## config.mk

```make
export PLATFORM = sky130hd
export DESIGN_NAME = vpe_icache_flat
export DESIGN_NICKNAME = d
export VERILOG_FILES = /design/src/rtl/vpe_pkg.sv /design/src/rtl/vpe_icache_if.sv /design/src/rtl/vpe_icache.sv /design/src/flat_wrapper.sv
export SDC_FILE = /design/constraint.sdc
export NUM_CORES = 2
export LEC_CHECK = 0
export ABC_AREA = 1
export BUFFER_PORTS_ARGS = -buffer_cell sky130_fd_sc_hd__buf_2
export CELL_PAD_IN_SITES_DETAIL_PLACEMENT = 0
export CELL_PAD_IN_SITES_GLOBAL_PLACEMENT = 1
export CORE_MARGIN = 2
export CORE_UTILIZATION = 50
export DETAILED_ROUTE_END_ITERATION = 12
export PLACE_DENSITY = 0.76
export RECOVER_POWER = 50
export SLEW_MARGIN = 40
export SYNTH_ARGS = -nofsm -noshare
export SYNTH_HDL_FRONTEND = slang
export SYNTH_SLANG_ARGS = --single-unit
export TNS_END_PERCENT = 30
```

## constraint.sdc

```tcl
create_clock -name clk -period 2.1 [get_ports clk]
set_input_delay 0.21 -clock clk [delete_from_list [all_inputs] [get_ports clk]]
set_output_delay 0.21 -clock clk [all_outputs]
set_load 0.005 [all_outputs]
```

## src/rtl/vpe_pkg.sv

```systemverilog
// Shared VPE definitions: instruction word width, icache geometry, instruction type.
package vpe_pkg;

    localparam int unsigned VPE_INSTR_W      = 12;
    localparam int unsigned VPE_ICACHE_AW    = 8;
    localparam int unsigned VPE_ICACHE_DEPTH = 1 << VPE_ICACHE_AW;

    typedef logic [VPE_INSTR_W-1:0] vpe_instr_t;

endpackage : vpe_pkg

```

## src/rtl/vpe_icache_if.sv

```systemverilog
// Write/read port bundle of the VPE instruction cache.
//   master : controller + sequencer side (drives i_*, observes o_*)
//   slave  : icache side
//   i_data/i_wr_valid/i_wr_addr : write port
//   i_rd_valid/i_rd_addr        : read request
//   o_data/o_rd_valid/o_rd_hit  : registered read response
interface vpe_icache_if
    import vpe_pkg::*;
#(
    parameter int unsigned DATA_W = VPE_INSTR_W,
    parameter int unsigned ADDR_W = VPE_ICACHE_AW
);

    logic [DATA_W-1:0] i_data;
    logic              i_wr_valid;
    logic [ADDR_W-1:0] i_wr_addr;
    logic              i_rd_valid;
    logic [ADDR_W-1:0] i_rd_addr;
    logic [DATA_W-1:0] o_data;
    logic              o_rd_valid;
    logic              o_rd_hit;

    modport master (
        output i_data, i_wr_valid, i_wr_addr, i_rd_valid, i_rd_addr,
        input  o_data, o_rd_valid, o_rd_hit
    );

    modport slave (
        input  i_data, i_wr_valid, i_wr_addr, i_rd_valid, i_rd_addr,
        output o_data, o_rd_valid, o_rd_hit
    );

endinterface : vpe_icache_if

```

## src/rtl/vpe_icache.sv

```systemverilog
// VPE instruction store: DEPTH x DATA_W synchronous-write, registered-read memory
// with per-entry valid bits.
//   clk   : single clock, rising edge
//   rst_n : asynchronous active-low reset (clears outputs and valid bits, not storage)
//   bus   : vpe_icache_if.slave (write port, read request, registered read response)
module vpe_icache
    import vpe_pkg::*;
#(
    parameter int unsigned DATA_W = VPE_INSTR_W,
    parameter int unsigned ADDR_W = VPE_ICACHE_AW,
    parameter int unsigned DEPTH  = 1 << ADDR_W
) (
    input  logic               clk,
    input  logic               rst_n,
    vpe_icache_if.slave        bus
);

    logic [DATA_W-1:0] mem_q [DEPTH];

    logic [DEPTH-1:0]  valid_d,    valid_q;
    logic [DATA_W-1:0] data_d,     data_q;
    logic              hit_d,      hit_q;
    logic              rd_valid_d, rd_valid_q;

    // Storage array is intentionally not reset; valid bits gate its contents.
    always_ff @(posedge clk) begin
        if (bus.i_wr_valid) begin
            mem_q[bus.i_wr_addr] <= bus.i_data;
        end
    end

    // Next-state: valid bit set on write; read response with write-first bypass.
    always_comb begin
        valid_d    = valid_q;
        data_d     = data_q;
        hit_d      = hit_q;
        rd_valid_d = bus.i_rd_valid;

        if (bus.i_wr_valid) begin
            valid_d[bus.i_wr_addr] = 1'b1;
        end

        if (bus.i_rd_valid) begin
            if (bus.i_wr_valid && (bus.i_wr_addr == bus.i_rd_addr)) begin
                data_d = bus.i_data;
                hit_d  = 1'b1;
            end else if (valid_q[bus.i_rd_addr]) begin
                data_d = mem_q[bus.i_rd_addr];
                hit_d  = 1'b1;
            end else begin
                data_d = '0;
                hit_d  = 1'b0;
            end
        end
    end

    // Control/response registers; reset drops any in-flight read.
    always_ff @(posedge clk or negedge rst_n) begin
        if (!rst_n) begin
            valid_q    <= '0;
            data_q     <= '0;
            hit_q      <= 1'b0;
            rd_valid_q <= 1'b0;
        end else begin
            valid_q    <= valid_d;
            data_q     <= data_d;
            hit_q      <= hit_d;
            rd_valid_q <= rd_valid_d;
        end
    end

    assign bus.o_data     = data_q;
    assign bus.o_rd_hit   = hit_q;
    assign bus.o_rd_valid = rd_valid_q;

endmodule : vpe_icache

```

## src/flat_wrapper.sv

```systemverilog
// flat-port wrapper written by rule: the top's interface ports become plain ports
module vpe_icache_flat import vpe_pkg::*;
#(
    parameter int unsigned DATA_W = VPE_INSTR_W,
    parameter int unsigned ADDR_W = VPE_ICACHE_AW,
    parameter int unsigned DEPTH  = 1 << ADDR_W
)
  (clk, rst_n, bus_i_data, bus_i_wr_valid, bus_i_wr_addr, bus_i_rd_valid, bus_i_rd_addr, bus_o_data, bus_o_rd_valid, bus_o_rd_hit);
  vpe_icache_if #(.DATA_W(DATA_W), .ADDR_W(ADDR_W)) bus_i ();
  input  logic clk;
  input  logic rst_n;
  input wire logic [$bits(bus_i.i_data)-1:0] bus_i_data;
  input wire logic [$bits(bus_i.i_wr_valid)-1:0] bus_i_wr_valid;
  input wire logic [$bits(bus_i.i_wr_addr)-1:0] bus_i_wr_addr;
  input wire logic [$bits(bus_i.i_rd_valid)-1:0] bus_i_rd_valid;
  input wire logic [$bits(bus_i.i_rd_addr)-1:0] bus_i_rd_addr;
  output wire logic [$bits(bus_i.o_data)-1:0] bus_o_data;
  output wire logic [$bits(bus_i.o_rd_valid)-1:0] bus_o_rd_valid;
  output wire logic [$bits(bus_i.o_rd_hit)-1:0] bus_o_rd_hit;
  assign bus_i.i_data = bus_i_data;
  assign bus_i.i_wr_valid = bus_i_wr_valid;
  assign bus_i.i_wr_addr = bus_i_wr_addr;
  assign bus_i.i_rd_valid = bus_i_rd_valid;
  assign bus_i.i_rd_addr = bus_i_rd_addr;
  assign bus_o_data = bus_i.o_data;
  assign bus_o_rd_valid = bus_i.o_rd_valid;
  assign bus_o_rd_hit = bus_i.o_rd_hit;
  vpe_icache #(.DATA_W(DATA_W), .ADDR_W(ADDR_W), .DEPTH(DEPTH)) u_core (.clk(clk), .rst_n(rst_n), .bus(bus_i));
endmodule
```

==> results.md <==
- Outcome: finished, violations left
- Failing checks: capacitance limit, slew limit, setup timing
- Setup slack, reg-to-reg: 0.03 ns
- Mux cell area share after synthesis: 0
- RSZ-0062 raised after global routing: true
- Unique cell type count in the Yosys netlist: 30
- Synth Area in Compound Gates: 0.00157
- Die Y: 526 um
- Number of global-route vias before repair: 91400
- Final period util: 1.02
- Simple-Gate Fraction of Synth Area: 0.236
- Ports: 46
- Post-route minimum period: 2.15 ns
- Reg-to-reg startpoint: u_core.mem_q[41][1]
- Adder-cell share of the synthesized area: 0
- Register area: 0.0990 mm2
- Multi-input logic area: 0.0328 mm2
- Mapped Nets: 11500
- Main combinational cell family by area after synthesis: simple AND/OR/NAND/NOR gates
- GRT overflow: 0
- Drt pass-1 iters: 6
- Worst slack at placement: -0.849 ns
- Antenna Nets Post-Route: 0
- Setup crit end: u_core.mem_q[169][10]
- Most frequent cells in the layout: nand2_1 (3413), nand3_1 (3252), edfxtp_1 (3072)
- CP max FO: 55
- Critical Path Slowest Stage Cell: buf_2
- Critical path type: input pin to flop
- CTS sink count: 3342
- Clk Latency, worst-skew pair: 0.94 ns
- Max-slew violations: 265
- Initial antenna violation count: 23
- Most common cell after layout, fill and taps aside: nand2_1
- Post-synthesis sequential area ratio: 0.727
- Worst hold path type: input pin to flop
- Die area: 0.277 mm2
- GRT Overall Usage: 0.297
- CORE AREA: 0.271 mm2
- Die width: 526 um
- WL per Instance: 25.8 um
- Fmax: 0.466 GHz
- Final WL: 417000 um
- Total number of vias: 94700
- Final-stage net count: 12300
- VDD IR max: 0.819 mV
- # setup viols final: 29
- Layout cells sized above 1: 0.158
- Critical path startpoint: bus_i_data[10]
- Worst slew pin tran: 1.96 ns
- Global-route wire length before repair: 610000 um
- Synthesized flop and latch total: 3342
- Crit. End Element: flop
- Slew headroom: -0.309
- Clk slew on worst S/H paths: 0.06 ns
- Power, Total: 145000 uW
- Crit path DAT: 2.86 ns
- Root Buffer: clkbuf_16
- Final WS setup: -0.0474 ns
- FP Rows: 191
- H-tree levels: 5
- DRC: 0
- Reg-to-Reg End: u_core.bus.o_data[1]
- Max Clock Skew: 0.0534 ns
- Worst reg2reg path depth: 13
- Asr flop ratio synth: 0.0808
- PwrDens: 899 mW/mm2
- Critical-path cell list: dlygate4sd3_1, buf_8, buf_2, clkbuf_2
- Fin. Hold Viols: 0
- Filler Cell Count: 21500
- Starting density of the core: 0.503
- Setup crit start kind: input pin
- Port Buf Inserts: 45
- Largest net degree at the start of global routing: 93
- Max_cap viols: 6
- Max clock buf depth: 4
- GPL Wtd Cong: 0.933
- WP data required: 2.81 ns
- Syn Area/Cell: 11.8 um2
- Synth Area in XOR/XNOR: 0.000257
- Drt initial violations: 12400
- Predominant post-synthesis flop cell: edfxtp_1
- WHS Path Cells: 7
- Leak pwr: 0.0601 uW
- Synthesized area: 0.136 mm2
- Total CTS buffers: 348
- Synth warn: 0
- Synth-to-layout area growth: 18.3%
- DP HPWL: 261000 um
- EDFF count, synth: 3072
- CTS tree: built
- Hold WS: 0.0920 ns
- Cells after synthesis: 11500
- Vias/cell: 5.85
- CP peak stage delay: 1.19 ns
## metal layers
layer | GRT usage | routed length, um | vias to the layer above
met4 | 0.125 | 19600 | 4
li1 | - | - | 42300
met1 | 0.417 | 168000 | 46800
met5 | 0 | 28 | -
met3 | 0.0504 | 39000 | 821
met2 | 0.459 | 190000 | 4794
## cell type report
| class | instances | area share |
|---|---|---|
| diodes | 8 | 0.000124 |
| well taps | 3570 | 0.0277 |
| repair buffers | 1222 | 0.0840 |
| flip-flops and latches | 3342 | 0.614 |
| multi-input cells | 7327 | 0.203 |
| clock inverters | 151 | 0.00975 |
| inverters | 60 | 0.00172 |
| clock buffers | 493 | 0.0595 |
## how the worst min path moves through the flow
stage,from,to
final,bus_i_wr_addr[2],u_core.valid_q[148]
after global routing,bus_i_wr_valid,u_core.valid_q[114]
after CTS,bus_i_wr_addr[2],u_core.valid_q[148]
after detailed placement,rst_n,u_core.valid_q[244]
after global placement,rst_n,u_core.valid_q[244]
after floorplan,rst_n,u_core.bus.o_data[0]
## sequential cells by signal, indices dropped and copies added, names as in the netlist
signal,count
u_core.valid_q,256
u_core.mem_q,3072
u_core.bus.o_rd_valid,1
u_core.bus.o_rd_hit,1
u_core.bus.o_data,12
## cell usage after synthesis, types with 2 or more instances
| cell | number | area share |
|---|---|---|
| or2_2 | 252 | 0.012 |
| clkbuf_1 | 95 | 0.0026 |
| nand2_1 | 3434 | 0.095 |
| o21ai_0 | 8 | 0.00029 |
| nand4_1 | 2 | 0.000092 |
| o21ai_1 | 2 | 0.000073 |
| nor2_1 | 300 | 0.0083 |
| a21oi_1 | 5 | 0.00018 |
| buf_1 | 56 | 0.0015 |
| nand3_1 | 3293 | 0.12 |
| nand3_2 | 11 | 0.00081 |
| xor2_1 | 3 | 0.00019 |
| buf_6 | 81 | 0.0067 |
| clkinv_1 | 2 | 0.000055 |
| inv_1 | 55 | 0.0015 |
| a21oi_2 | 11 | 0.00071 |
| buf_4 | 133 | 0.0073 |
| buf_2 | 408 | 0.015 |
| edfxtp_1 | 3072 | 0.68 |
| inv_2 | 2 | 0.000055 |
| dfrtp_1 | 270 | 0.050 |
## critical path: cells and delay by family
family | cells | cell delay, ns
buffers and inverters | 4 | 2.45
## per-stage QoR
| stage | util | cells | TNS [ns] | area (um2) |
|---|---|---|---|---|
| 5_1_grt | 0.595 | 16200 | -0.131 | 161000 |
| 3_5_place_dp | 0.555 | 15500 | -8.97 | 150000 |
| 3_3_place_gp | 0.555 | 15500 | -8.91 | 150000 |
| 4_1_cts | 0.597 | 16200 | 0 | 162000 |
| 6_report | 0.595 | 16200 | -0.571 | 161000 |
| 2_1_floorplan | - | 11500 | 0 | 136000 |
## kinds of logic after synthesis
logic type             Yosys count
AND/OR/NAND/NOR               7295
flip-flops                    3342
buffers and inverters          835
XOR/XNOR                         4
AO/OA/AOI/OAI                   28
## timing repair
action | in CTS | in global routing
buffers inserted | 0 | 0
endpoints found under the hold margin | 1812 | 0
hold buffers | 22 | 0
endpoints found under the setup margin | 13 | 13
gates resized for setup | 17 | 35
## report_power, final
group | switching, uW | total [uW] | internal, uW
combinational | 7450 | 11000 | 3540
clock | 26000 | 60500 | 34500
sequential | 277 | 73500 | 73200
(Power assumes the default switching activity.)
